===== src/rtl/board_click_decoder_pkg.sv =====
// board_pkg: shared screen/cell constants, coordinate type and decoder FSM states
package board_pkg;
  localparam int SCREEN_WIDTH = 1024;
  localparam int SCREEN_HEIGHT = 768;
  localparam int CELL_SHIFT = 4;
  localparam int CELL_SIZE = 1 << CELL_SHIFT;
  localparam int BOARD_SIZE_MIN = 2;
  localparam int BOARD_SIZE_MAX = 6;
  typedef logic [11:0] coord_t;
  typedef enum logic [1:0] {IDLE, CHECK, DIVIDE, VALID} state_t;
endpackage


===== src/rtl/board_click_decoder_if.sv =====
// board_click_decoder_if: mouse/game inputs and cell result handshake between mouse side (master) and decoder (slave)
// ports: is_game_on, board_size, mouse_xpos/ypos/left, cell_ready -> decoder; cell_valid, cell/block/sub row/col, miss, busy <- decoder
interface board_click_decoder_if;
  import board_pkg::*;
  logic is_game_on;
  logic [2:0] board_size;
  coord_t mouse_xpos;
  coord_t mouse_ypos;
  logic mouse_left;
  logic cell_ready;
  logic cell_valid;
  logic [5:0] cell_col;
  logic [5:0] cell_row;
  logic [2:0] block_col;
  logic [2:0] block_row;
  logic [2:0] sub_col;
  logic [2:0] sub_row;
  logic miss;
  logic busy;
  modport master (
    output is_game_on, board_size, mouse_xpos, mouse_ypos, mouse_left, cell_ready,
    input cell_valid, cell_col, cell_row, block_col, block_row, sub_col, sub_row, miss, busy
  );
  modport slave (
    input is_game_on, board_size, mouse_xpos, mouse_ypos, mouse_left, cell_ready,
    output cell_valid, cell_col, cell_row, block_col, block_row, sub_col, sub_row, miss, busy
  );
endinterface


===== src/rtl/board_click_decoder_geometry.sv =====
// board_geometry: board_size -> centred board origin (x0, y0), extent (w, h) and size_ok; shared with the overlay draw path
// ports: board_size in; x0, y0, w, h, size_ok out (combinational)
module board_geometry
  import board_pkg::*;
#(
  parameter int SCREEN_WIDTH = board_pkg::SCREEN_WIDTH,
  parameter int SCREEN_HEIGHT = board_pkg::SCREEN_HEIGHT,
  parameter int CELL_SHIFT = board_pkg::CELL_SHIFT
) (
  input  logic [2:0] board_size,
  output coord_t     x0,
  output coord_t     y0,
  output coord_t     w,
  output coord_t     h,
  output logic       size_ok
);
  coord_t n;
  always_comb begin
    n = coord_t'(board_size) * coord_t'(board_size);
    w = n << CELL_SHIFT;
    h = w;
    x0 = (coord_t'(SCREEN_WIDTH) - w) >> 1;
    y0 = (coord_t'(SCREEN_HEIGHT) - h) >> 1;
    size_ok = board_size >= 3'(BOARD_SIZE_MIN) && board_size <= 3'(BOARD_SIZE_MAX);
  end
endmodule


===== src/rtl/board_click_decoder.sv =====
// board_click_decoder: turns a left-click at screen coordinates into sudoku cell/block/sub-cell coordinates
// ports: clk, rst (sync, active-high); bus (slave modport) carries mouse inputs, result handshake, miss and busy
module board_click_decoder
  import board_pkg::*;
#(
  parameter int SCREEN_WIDTH = board_pkg::SCREEN_WIDTH,
  parameter int SCREEN_HEIGHT = board_pkg::SCREEN_HEIGHT,
  parameter int CELL_SHIFT = board_pkg::CELL_SHIFT
) (
  input logic clk,
  input logic rst,
  board_click_decoder_if.slave bus
);
  state_t state, state_n;
  logic prev_left, press, game;
  coord_t x_q, y_q, x0, y0, w, h, dx, dy;
  logic [2:0] bs_q, block_col, block_row;
  logic [5:0] bs6, col, row, rc, rr;
  logic size_ok, in_board, valid_q, miss_q;
  board_geometry #(
    .SCREEN_WIDTH(SCREEN_WIDTH),
    .SCREEN_HEIGHT(SCREEN_HEIGHT),
    .CELL_SHIFT(CELL_SHIFT)
  ) u_geom (
    .board_size(bs_q),
    .x0(x0),
    .y0(y0),
    .w(w),
    .h(h),
    .size_ok(size_ok)
  );
  assign game = bus.is_game_on;
  assign press = bus.mouse_left && !prev_left;
  assign bs6 = {3'b000, bs_q};
  assign dx = x_q - x0;
  assign dy = y_q - y0;
  assign in_board = size_ok && x_q >= x0 && x_q < x0 + w && y_q >= y0 && y_q < y0 + h;
  always_comb begin
    state_n = state;
    case (state)
      IDLE:    state_n = press && game ? CHECK : IDLE;
      CHECK:   state_n = game && in_board ? DIVIDE : IDLE;
      DIVIDE:  state_n = !game ? IDLE : rc < bs6 && rr < bs6 ? VALID : DIVIDE;
      VALID:   state_n = !game || (valid_q && bus.cell_ready) ? IDLE : VALID;
      default: state_n = IDLE;
    endcase
  end
  always_ff @(posedge clk) begin
    if (rst) begin
      state <= IDLE;
      prev_left <= 1'b0;
      x_q <= '0;
      y_q <= '0;
      bs_q <= '0;
      col <= '0;
      row <= '0;
      rc <= '0;
      rr <= '0;
      block_col <= '0;
      block_row <= '0;
      valid_q <= 1'b0;
      miss_q <= 1'b0;
    end else begin
      state <= state_n;
      prev_left <= bus.mouse_left;
      if (state == IDLE && press && game) begin
        x_q <= bus.mouse_xpos;
        y_q <= bus.mouse_ypos;
        bs_q <= bus.board_size;
      end
      if (state == CHECK && state_n == DIVIDE) begin
        col <= 6'(dx >> CELL_SHIFT);
        row <= 6'(dy >> CELL_SHIFT);
        rc <= 6'(dx >> CELL_SHIFT);
        rr <= 6'(dy >> CELL_SHIFT);
        block_col <= '0;
        block_row <= '0;
      end
      // repeated subtraction: quotient fits in 5 steps since N <= 36
      if (state == DIVIDE && rc >= bs6) begin
        rc <= rc - bs6;
        block_col <= block_col + 3'd1;
      end
      if (state == DIVIDE && rr >= bs6) begin
        rr <= rr - bs6;
        block_row <= block_row + 3'd1;
      end
      // valid lags the VALID state by one cycle so it always sees final remainders
      valid_q <= state == VALID && state_n == VALID;
      miss_q <= state == CHECK && game && !in_board;
    end
  end
  assign bus.cell_valid = valid_q;
  assign bus.cell_col = col;
  assign bus.cell_row = row;
  assign bus.block_col = block_col;
  assign bus.block_row = block_row;
  assign bus.sub_col = rc[2:0];
  assign bus.sub_row = rr[2:0];
  assign bus.miss = miss_q;
  assign bus.busy = state != IDLE;
endmodule


===== src/flat_wrapper.sv =====
// flat-port wrapper written by rule: the top's interface ports become plain ports
module board_click_decoder_flat import board_pkg::*;
#(
  parameter int SCREEN_WIDTH = board_pkg::SCREEN_WIDTH,
  parameter int SCREEN_HEIGHT = board_pkg::SCREEN_HEIGHT,
  parameter int CELL_SHIFT = board_pkg::CELL_SHIFT
)
  (clk, rst, bus_is_game_on, bus_board_size, bus_mouse_xpos, bus_mouse_ypos, bus_mouse_left, bus_cell_ready, bus_cell_valid, bus_cell_col, bus_cell_row, bus_block_col, bus_block_row, bus_sub_col, bus_sub_row, bus_miss, bus_busy);
  board_click_decoder_if bus_i ();
  input logic clk;
  input logic rst;
  input wire logic [$bits(bus_i.is_game_on)-1:0] bus_is_game_on;
  input wire logic [$bits(bus_i.board_size)-1:0] bus_board_size;
  input wire logic [$bits(bus_i.mouse_xpos)-1:0] bus_mouse_xpos;
  input wire logic [$bits(bus_i.mouse_ypos)-1:0] bus_mouse_ypos;
  input wire logic [$bits(bus_i.mouse_left)-1:0] bus_mouse_left;
  input wire logic [$bits(bus_i.cell_ready)-1:0] bus_cell_ready;
  output wire logic [$bits(bus_i.cell_valid)-1:0] bus_cell_valid;
  output wire logic [$bits(bus_i.cell_col)-1:0] bus_cell_col;
  output wire logic [$bits(bus_i.cell_row)-1:0] bus_cell_row;
  output wire logic [$bits(bus_i.block_col)-1:0] bus_block_col;
  output wire logic [$bits(bus_i.block_row)-1:0] bus_block_row;
  output wire logic [$bits(bus_i.sub_col)-1:0] bus_sub_col;
  output wire logic [$bits(bus_i.sub_row)-1:0] bus_sub_row;
  output wire logic [$bits(bus_i.miss)-1:0] bus_miss;
  output wire logic [$bits(bus_i.busy)-1:0] bus_busy;
  assign bus_i.is_game_on = bus_is_game_on;
  assign bus_i.board_size = bus_board_size;
  assign bus_i.mouse_xpos = bus_mouse_xpos;
  assign bus_i.mouse_ypos = bus_mouse_ypos;
  assign bus_i.mouse_left = bus_mouse_left;
  assign bus_i.cell_ready = bus_cell_ready;
  assign bus_cell_valid = bus_i.cell_valid;
  assign bus_cell_col = bus_i.cell_col;
  assign bus_cell_row = bus_i.cell_row;
  assign bus_block_col = bus_i.block_col;
  assign bus_block_row = bus_i.block_row;
  assign bus_sub_col = bus_i.sub_col;
  assign bus_sub_row = bus_i.sub_row;
  assign bus_miss = bus_i.miss;
  assign bus_busy = bus_i.busy;
  board_click_decoder #(.SCREEN_WIDTH(SCREEN_WIDTH), .SCREEN_HEIGHT(SCREEN_HEIGHT), .CELL_SHIFT(CELL_SHIFT)) u_core (.clk(clk), .rst(rst), .bus(bus_i));
endmodule

===== config.mk =====
export PLATFORM = sky130hd
export DESIGN_NAME = board_click_decoder_flat
export DESIGN_NICKNAME = d
export VERILOG_FILES = /design/src/rtl/board_click_decoder_pkg.sv /design/src/rtl/board_click_decoder_if.sv /design/src/rtl/board_click_decoder_geometry.sv /design/src/rtl/board_click_decoder.sv /design/src/flat_wrapper.sv
export SDC_FILE = /design/constraint.sdc
export NUM_CORES = 1
export LEC_CHECK = 0
export ABC_AREA = 1
export BUFFER_PORTS_ARGS = -buffer_cell sky130_fd_sc_hd__buf_2
export CAP_MARGIN = 20
export CORE_MARGIN = 4
export CORE_UTILIZATION = 45
export CTS_CLUSTER_SIZE = 28
export DETAILED_ROUTE_END_ITERATION = 6
export HOLD_SLACK_MARGIN = 0.15
export PLACE_DENSITY = 0.64
export SYNTH_ARGS = -nofsm -noshare
export SYNTH_HDL_FRONTEND = slang
export SYNTH_SLANG_ARGS = --single-unit

===== constraint.sdc =====
create_clock -name clk -period 3.7 [get_ports clk]
set_input_delay 0.37 -clock clk [delete_from_list [all_inputs] [get_ports clk]]
set_output_delay 0.37 -clock clk [all_outputs]
set_load 0.03 [all_outputs]

* After elaboration in Yosys (flattened, before gate mapping)
Index checks and enable logic that the tools add are counted.
Word-level totals: register bits 62
Operators by class: add/sub/neg operators 10, $mul 1, magnitude comparators 10, equal/unequal tests 5, multiplexer cells 13, reductions and logical operators 26
Operators with widths (number):
- adder 11 x 10 -> 12 bit | 2
- >= comparator 12 x 11 -> 1 bit | 2
- < comparator 12 bit | 2
- 2-to-1 mux 6 bit | 4
- subtractor 10 bit | 2
- logical AND 1 bit | 18
- >= comparator 6 x 3 -> 1 bit | 2
- < comparator 6 x 3 -> 1 bit | 2
- subtractor 11 x 10 -> 12 bit (first input constant) | 1
- subtractor 6 x 3 -> 6 bit | 2
- subtractor 10 x 10 -> 11 bit (first input constant) | 1
- 2-to-1 mux 3 bit | 3
- == test 2 bit (second input constant) | 4
- case mux 2 bit (4 select lines) | 1
- adder 3 x 1 -> 3 bit (second input constant) | 2
- multiplier 3 x 3 -> 6 bit | 1
- 2-to-1 mux 2 bit | 3
- nonzero test 2 bit | 3
- >= comparator 3 x 2 -> 1 bit (second input constant) | 1
- less-or-equal comparator 3 bit (second input constant) | 1
- zero test 1 bit | 3
- == test 2 x 1 -> 1 bit (second input constant) | 1
- zero test 2 bit | 1
- 2-to-1 mux 1 bit | 2
- logical OR 1 bit | 1

* Longest topological paths before layout
depth in word-level cells 14, mapped depth 29

* By module
A second synthesis with hierarchy kept.
Second synthesis, totals: cell total of the unflattened synthesis 847, area, all modules 5725.5 um^2
By module, submodules not included:
- board_click_decoder | times used 1, cells each 775, area an instance 5290.1 um^2, sequential area each 1241.2 um^2
- board_geometry | times used 1, cells each 72, area an instance 435.4 um^2, sequential area each 0.0 um^2

* Worst setup path before layout
Ideal clock, no wire load.
path type reg2reg, start reg u_core.bs_q[0], end reg u_core.row[5] (netlist: u_core.bus.cell_row[5]), library setup time 0.114 ns, arrival time 3.684 ns, setup slack -0.097 ns, cell stages (with the launch flop) 29, clock period less this slack 3.797 ns, cell sequence dfxtp_1 -> buf_6 -> nand2_1 -> inv_1 -> ha_1 -> nor2_1 -> inv_1 -> nand2_1 -> inv_1 -> ha_1 -> a21oi_1 -> inv_1 -> nand2_1 -> o21bai_1 -> inv_1 -> nand2_1 -> xnor2_1 -> ha_1 -> nand2_1 -> inv_1 -> o21ai_0 -> nand2_1 -> nor2_1 -> nand2_1 -> nor2_2 -> nand4_4 -> buf_6 -> a21oi_1 -> nor2_1
Between the ends: longest elaborated chain between the ends 12, elaborated cells on any way between the ends 27
Ends and longest elaborated chain:
- start, declared | line board_click_decoder.sv:17 | logic [2:0] bs_q, block_col, block_row;
- start signal, assigned | line board_click_decoder.sv:69 | bs_q <= bus.board_size;
- multiplier 3 x 3 -> 6 bit | line board_click_decoder_geometry.sv:19 | n = coord_t'(board_size) * coord_t'(board_size);
- subtractor 11 x 10 -> 12 bit | line board_click_decoder_geometry.sv:22 | x0 = (coord_t'(SCREEN_WIDTH) - w) >> 1;
- adder 11 x 10 -> 12 bit / >= comparator 12 x 11 -> 1 bit (equally long branches) | line board_click_decoder.sv:37 | assign in_board = size_ok && x_q >= x0 && x_q < x0 + w && y_q >= y0 && y_q < y0 + h;
- < comparator 12 bit / logical AND 1 bit (equally long branches) | line board_click_decoder.sv:37
- logical AND 1 bit (3 in a row) | line board_click_decoder.sv:37
- logical AND 1 bit | line board_click_decoder.sv:42 | CHECK: state_n = game && in_board ? DIVIDE : IDLE;
- 2-to-1 mux 2 bit | line board_click_decoder.sv:42
- case mux 2 bit (4 select lines) | line board_click_decoder.sv:40 | case (state)
- == test 2 bit | line board_click_decoder.sv:71 | if (state == CHECK && state_n == DIVIDE) begin
- logical AND 1 bit | line board_click_decoder.sv:71
- end signal, assigned | line board_click_decoder.sv:73 | row <= 6'(dy >> CELL_SHIFT);
- end, declared | line board_click_decoder.sv:18 | logic [5:0] bs6, col, row, rc, rr;
Several ways; a longest one is shown, not always the timed one. A chain may end at the register's enable or synchronous reset.

* Final worst setup path
start reg u_core.bs_q[0], end reg u_core.rr[2]
Between the ends: longest elaborated chain between the ends 13, elaborated cells on any way between the ends 33
Ends and longest elaborated chain:
- multiplier 3 x 3 -> 6 bit | line board_click_decoder_geometry.sv:19
- subtractor 11 x 10 -> 12 bit | line board_click_decoder_geometry.sv:22
- adder 11 x 10 -> 12 bit / >= comparator 12 x 11 -> 1 bit (equally long branches) | line board_click_decoder.sv:37
- < comparator 12 bit / logical AND 1 bit (equally long branches) | line board_click_decoder.sv:37
- logical AND 1 bit (3 in a row) | line board_click_decoder.sv:37
- logical AND 1 bit | line board_click_decoder.sv:42
- 2-to-1 mux 2 bit | line board_click_decoder.sv:42
- case mux 2 bit (4 select lines) | line board_click_decoder.sv:40
- == test 2 bit | line board_click_decoder.sv:71
- logical AND 1 bit | line board_click_decoder.sv:71
- nonzero test 2 bit (no source line)
- end signal, assigned | line board_click_decoder.sv:75 | rr <= 6'(dy >> CELL_SHIFT);
- end signal, assigned | line board_click_decoder.sv:85 | rr <= rr - bs6;
- end, declared | line board_click_decoder.sv:18
Several ways; a longest one is shown, not always the timed one. The select of a mux whose other input is x is not followed.

==> summary.txt <==
status: complete, no violations
Avg Cell Area, Syn: 6.96 µm²
crit path capture type: flip-flop
P_leak: 2.55 nW
Placed Cells incl. Taps: 790
# DRC: 0
Post-Syn Nets: 692
Seq/Total Area, Yosys: 29.1%
slowest stage cell, crit path: dfxtp_4
DR vias/cell: 5.00
initial core utilization: 46.1%
crit start category: flip-flop
worst hold endpoint: u_core.y_q[2]$_SDFFE_PP0P_
Sink Count: 62
Worst-Margin Slew: 1020 ps
Longest Clk Path Bufs: 2
Sequential Area: 0.00125 mm²
Seq cells post-synth: 62
Final period util: 95.5%
number of I/O pins: 59
top post-synthesis cells by area: dfxtp_1 (29%), ha_1 (13%), nand2_1 (10%)
Die Y: 105 µm
core area: 0.00924 mm²
Crit path buffers/inverters: 6
WL/cell: 13.4 µm
Async S/R FF share, synth: 0%
final WL: 10.9 mm
Yosys warnings: 0
total power: 1.84 mW
antenna violations before repair: 0
Max-Cap Viols: 0
Syn Inst Count: 612
CP max FO: 8
slowest stage delay, CP: 370 ps
fmax: 283 MHz
Crit path top cell by count: nand2_1
r2r endpoint: u_core.rr[2]$_SDFFE_PP0P_
Die ar.: 0.0111 mm²
Crit path required time: 3970 ps
WHS Path Cells: 3
RSZ-0062 raised after global routing: true
Finished Cell Area: 0.00512 mm²
via count: 4061
mapped cell area: 0.00426 mm²
final hold vios: 0
grt total ovfl: 0
DRT antenna net count: 0
PwrDens: 360 mW/mm²
Post-DP Area: 0.00469 mm²
layout cells sized above 1: 21.2%
CTS tree: done
R2R Path Start: u_core.bs_q[0]$_SDFFE_PP0P_
post-layout min period: 3530 ps
Peak VDD IR: 247 µV
CTS root buf: clkbuf_8
Hold Buf Count CTS: 0
Reg clk slew, reported paths: 70 ps
multi-input combinational cell area: 0.00271 mm²
reg2reg setup slack: 170 ps
post-synth cell types: 41
TNS Setup: 0 ps
placer congestion estimate: 0.934
Place WS: 27.1 ps
1st-iter DRT viols: 180
critical path arrival: 3810 ps
largest net degree at the start of global routing: 35
Hold WS: 248 ps
HPWL after DPL: 7.90 mm
post-synth top area share: 29.1%
first-pass GRT wire length: 17.3 mm
Buffers on Ports: 58
clock skew: 10.5 ps
Main synth FF type: dfxtp_1
worst setup margin: 166 ps
Hold WC Path Type: in -> reg
vias in the first global route: 3684
GR Util All Layers: 19.1%
Post-Route Utilization: 55.4%
Top delay family on crit path: simple AND/OR/NAND/NOR gates
reg2reg path depth: 27
FILL cells: 897
EDFF count, synth: 0
TritonRoute pass-1 iters: 4
area leader, netlist: dfxtp_1
die width: 105 µm
H-tree levels: 3
Area Growth Syn to Fin: 20.1%
fin cells: 812
Core Rows: 35
Final Max Tran Viols: 0
Crit Path Class: reg -> reg
Worst slew margin: 31.6%
# diodes: 0
Final setup viols: 0
Hold Path Origin: bus_mouse_ypos[2]
Clock Latency Late Sink: 350 ps
Nets: 758
cts bufs inserted: 9
sequential cells by signal (all words and copies together) (netlist names):
register,flops
u_core.bs_q,3
u_core.bus.block_col,3
u_core.bus.block_row,3
u_core.bus.cell_col,6
u_core.bus.cell_row,6
u_core.bus.cell_valid,1
u_core.bus.miss,1
u_core.prev_left,1
u_core.rc,6
u_core.rr,6
u_core.state,2
u_core.x_q,12
u_core.y_q,12
power breakdown:
part | switching (mW) | total [mW] | leakage [nW] | internal (mW)
sequential | 0.0181 | 0.706 | 0.505 | 0.688
clock | 0.276 | 0.585 | 0.100 | 0.310
combinational | 0.333 | 0.552 | 1.94 | 0.219
synthesized netlist by cell type (3+ instances only):
cell type	number
nand2_4	3
xnor2_1	9
nand2_1	117
buf_4	6
nand2_2	3
inv_1	72
fa_1	4
dfxtp_1	62
inv_2	6
nor3_1	5
clkbuf_1	10
ha_1	44
o21ai_0	50
nand4_1	6
or2_1	3
nor2_1	92
nand3_1	25
buf_6	4
a21oi_1	54
xor2_1	13
cell families (layout without fill, tap and decap cells):
kind of cell / after synthesis / after routing / synth area share [%]
adder cells (fa/ha/maj): 48 / 48 / 14.8
flip-flops: 62 / 62 / 29.1
AO/OA/AOI/OAI: 112 / 112 / 13.7
AND/OR/NAND/NOR: 264 / 264 / 26.8
XOR/XNOR: 23 / 23 / 4.90
buffers and inverters: 103 / 174 / 10.7
repair_timing:
item | 4_1_cts | 5_1_grt
pin swaps | 0 | 13
gates cloned | 0 | 2
setup endpoints to repair | 1 | 32
setup buffers | 0 | 4
gates resized for setup | 1 | 41
worst max-delay path by stage:
stage | to | start | cells after the start
floorplan | u_core.bus.cell_row[5]$_SDFFE_PP0P_ | u_core.bs_q[0]$_SDFFE_PP0P_ | 28
global route | u_core.rc[4]$_SDFFE_PP0P_ | u_core.bs_q[0]$_SDFFE_PP0P_ | 28
global placement | u_core.rc[4]$_SDFFE_PP0P_ | u_core.bs_q[0]$_SDFFE_PP0P_ | 29
finish | u_core.rr[2]$_SDFFE_PP0P_ | u_core.bs_q[0]$_SDFFE_PP0P_ | 27
detailed placement | u_core.rc[4]$_SDFFE_PP0P_ | u_core.bs_q[0]$_SDFFE_PP0P_ | 29
CTS | u_core.rr[2]$_SDFFE_PP0P_ | u_core.bs_q[2]$_SDFFE_PP0P_ | 28
layer usage:
metal | up-vias | share of wire [%] | global-route usage (%)
li1 | 2101 | - | -
met1 | 1856 | 47 | 25.5
met2 | 86 | 47 | 30.9
met3 | 18 | 4.1 | 3.61
met4 | 0 | 1.7 | 6.47
met5 | - | 0 | 0
worst min-delay path: cells and delay by family:
kind	cells	cell delay, ps
AND/OR/NAND/NOR	2	110
buffers and inverters	1	70
layout make-up:
type	instances	area share, %
tap	129	3.15
multi-input combinational	447	52.9
timing repair buffer	79	9.98
sequential	62	24.4
clock buffer	10	2.49
inverter	79	5.89
clock inverter	6	1.22
layout by cell type (no fill, tap or decap), types with 3 or more instances in the layout:
cell type / n
o21ai_2: 3
ha_1: 42
xor2_1: 13
fa_1: 4
dfxtp_1: 59
nor2_1: 87
buf_4: 15
a21oi_2: 4
nor2_4: 5
buf_2: 58
nand2_2: 8
o21ai_0: 49
nand3_1: 25
nand4_1: 6
or2_1: 3
clkinv_2: 3
clkbuf_8: 9
inv_2: 11
nor3_1: 5
a21oi_1: 49
nand2_1: 112
inv_1: 66
xnor2_1: 9
No activity file was read; power rests on OpenSTA's default activity.
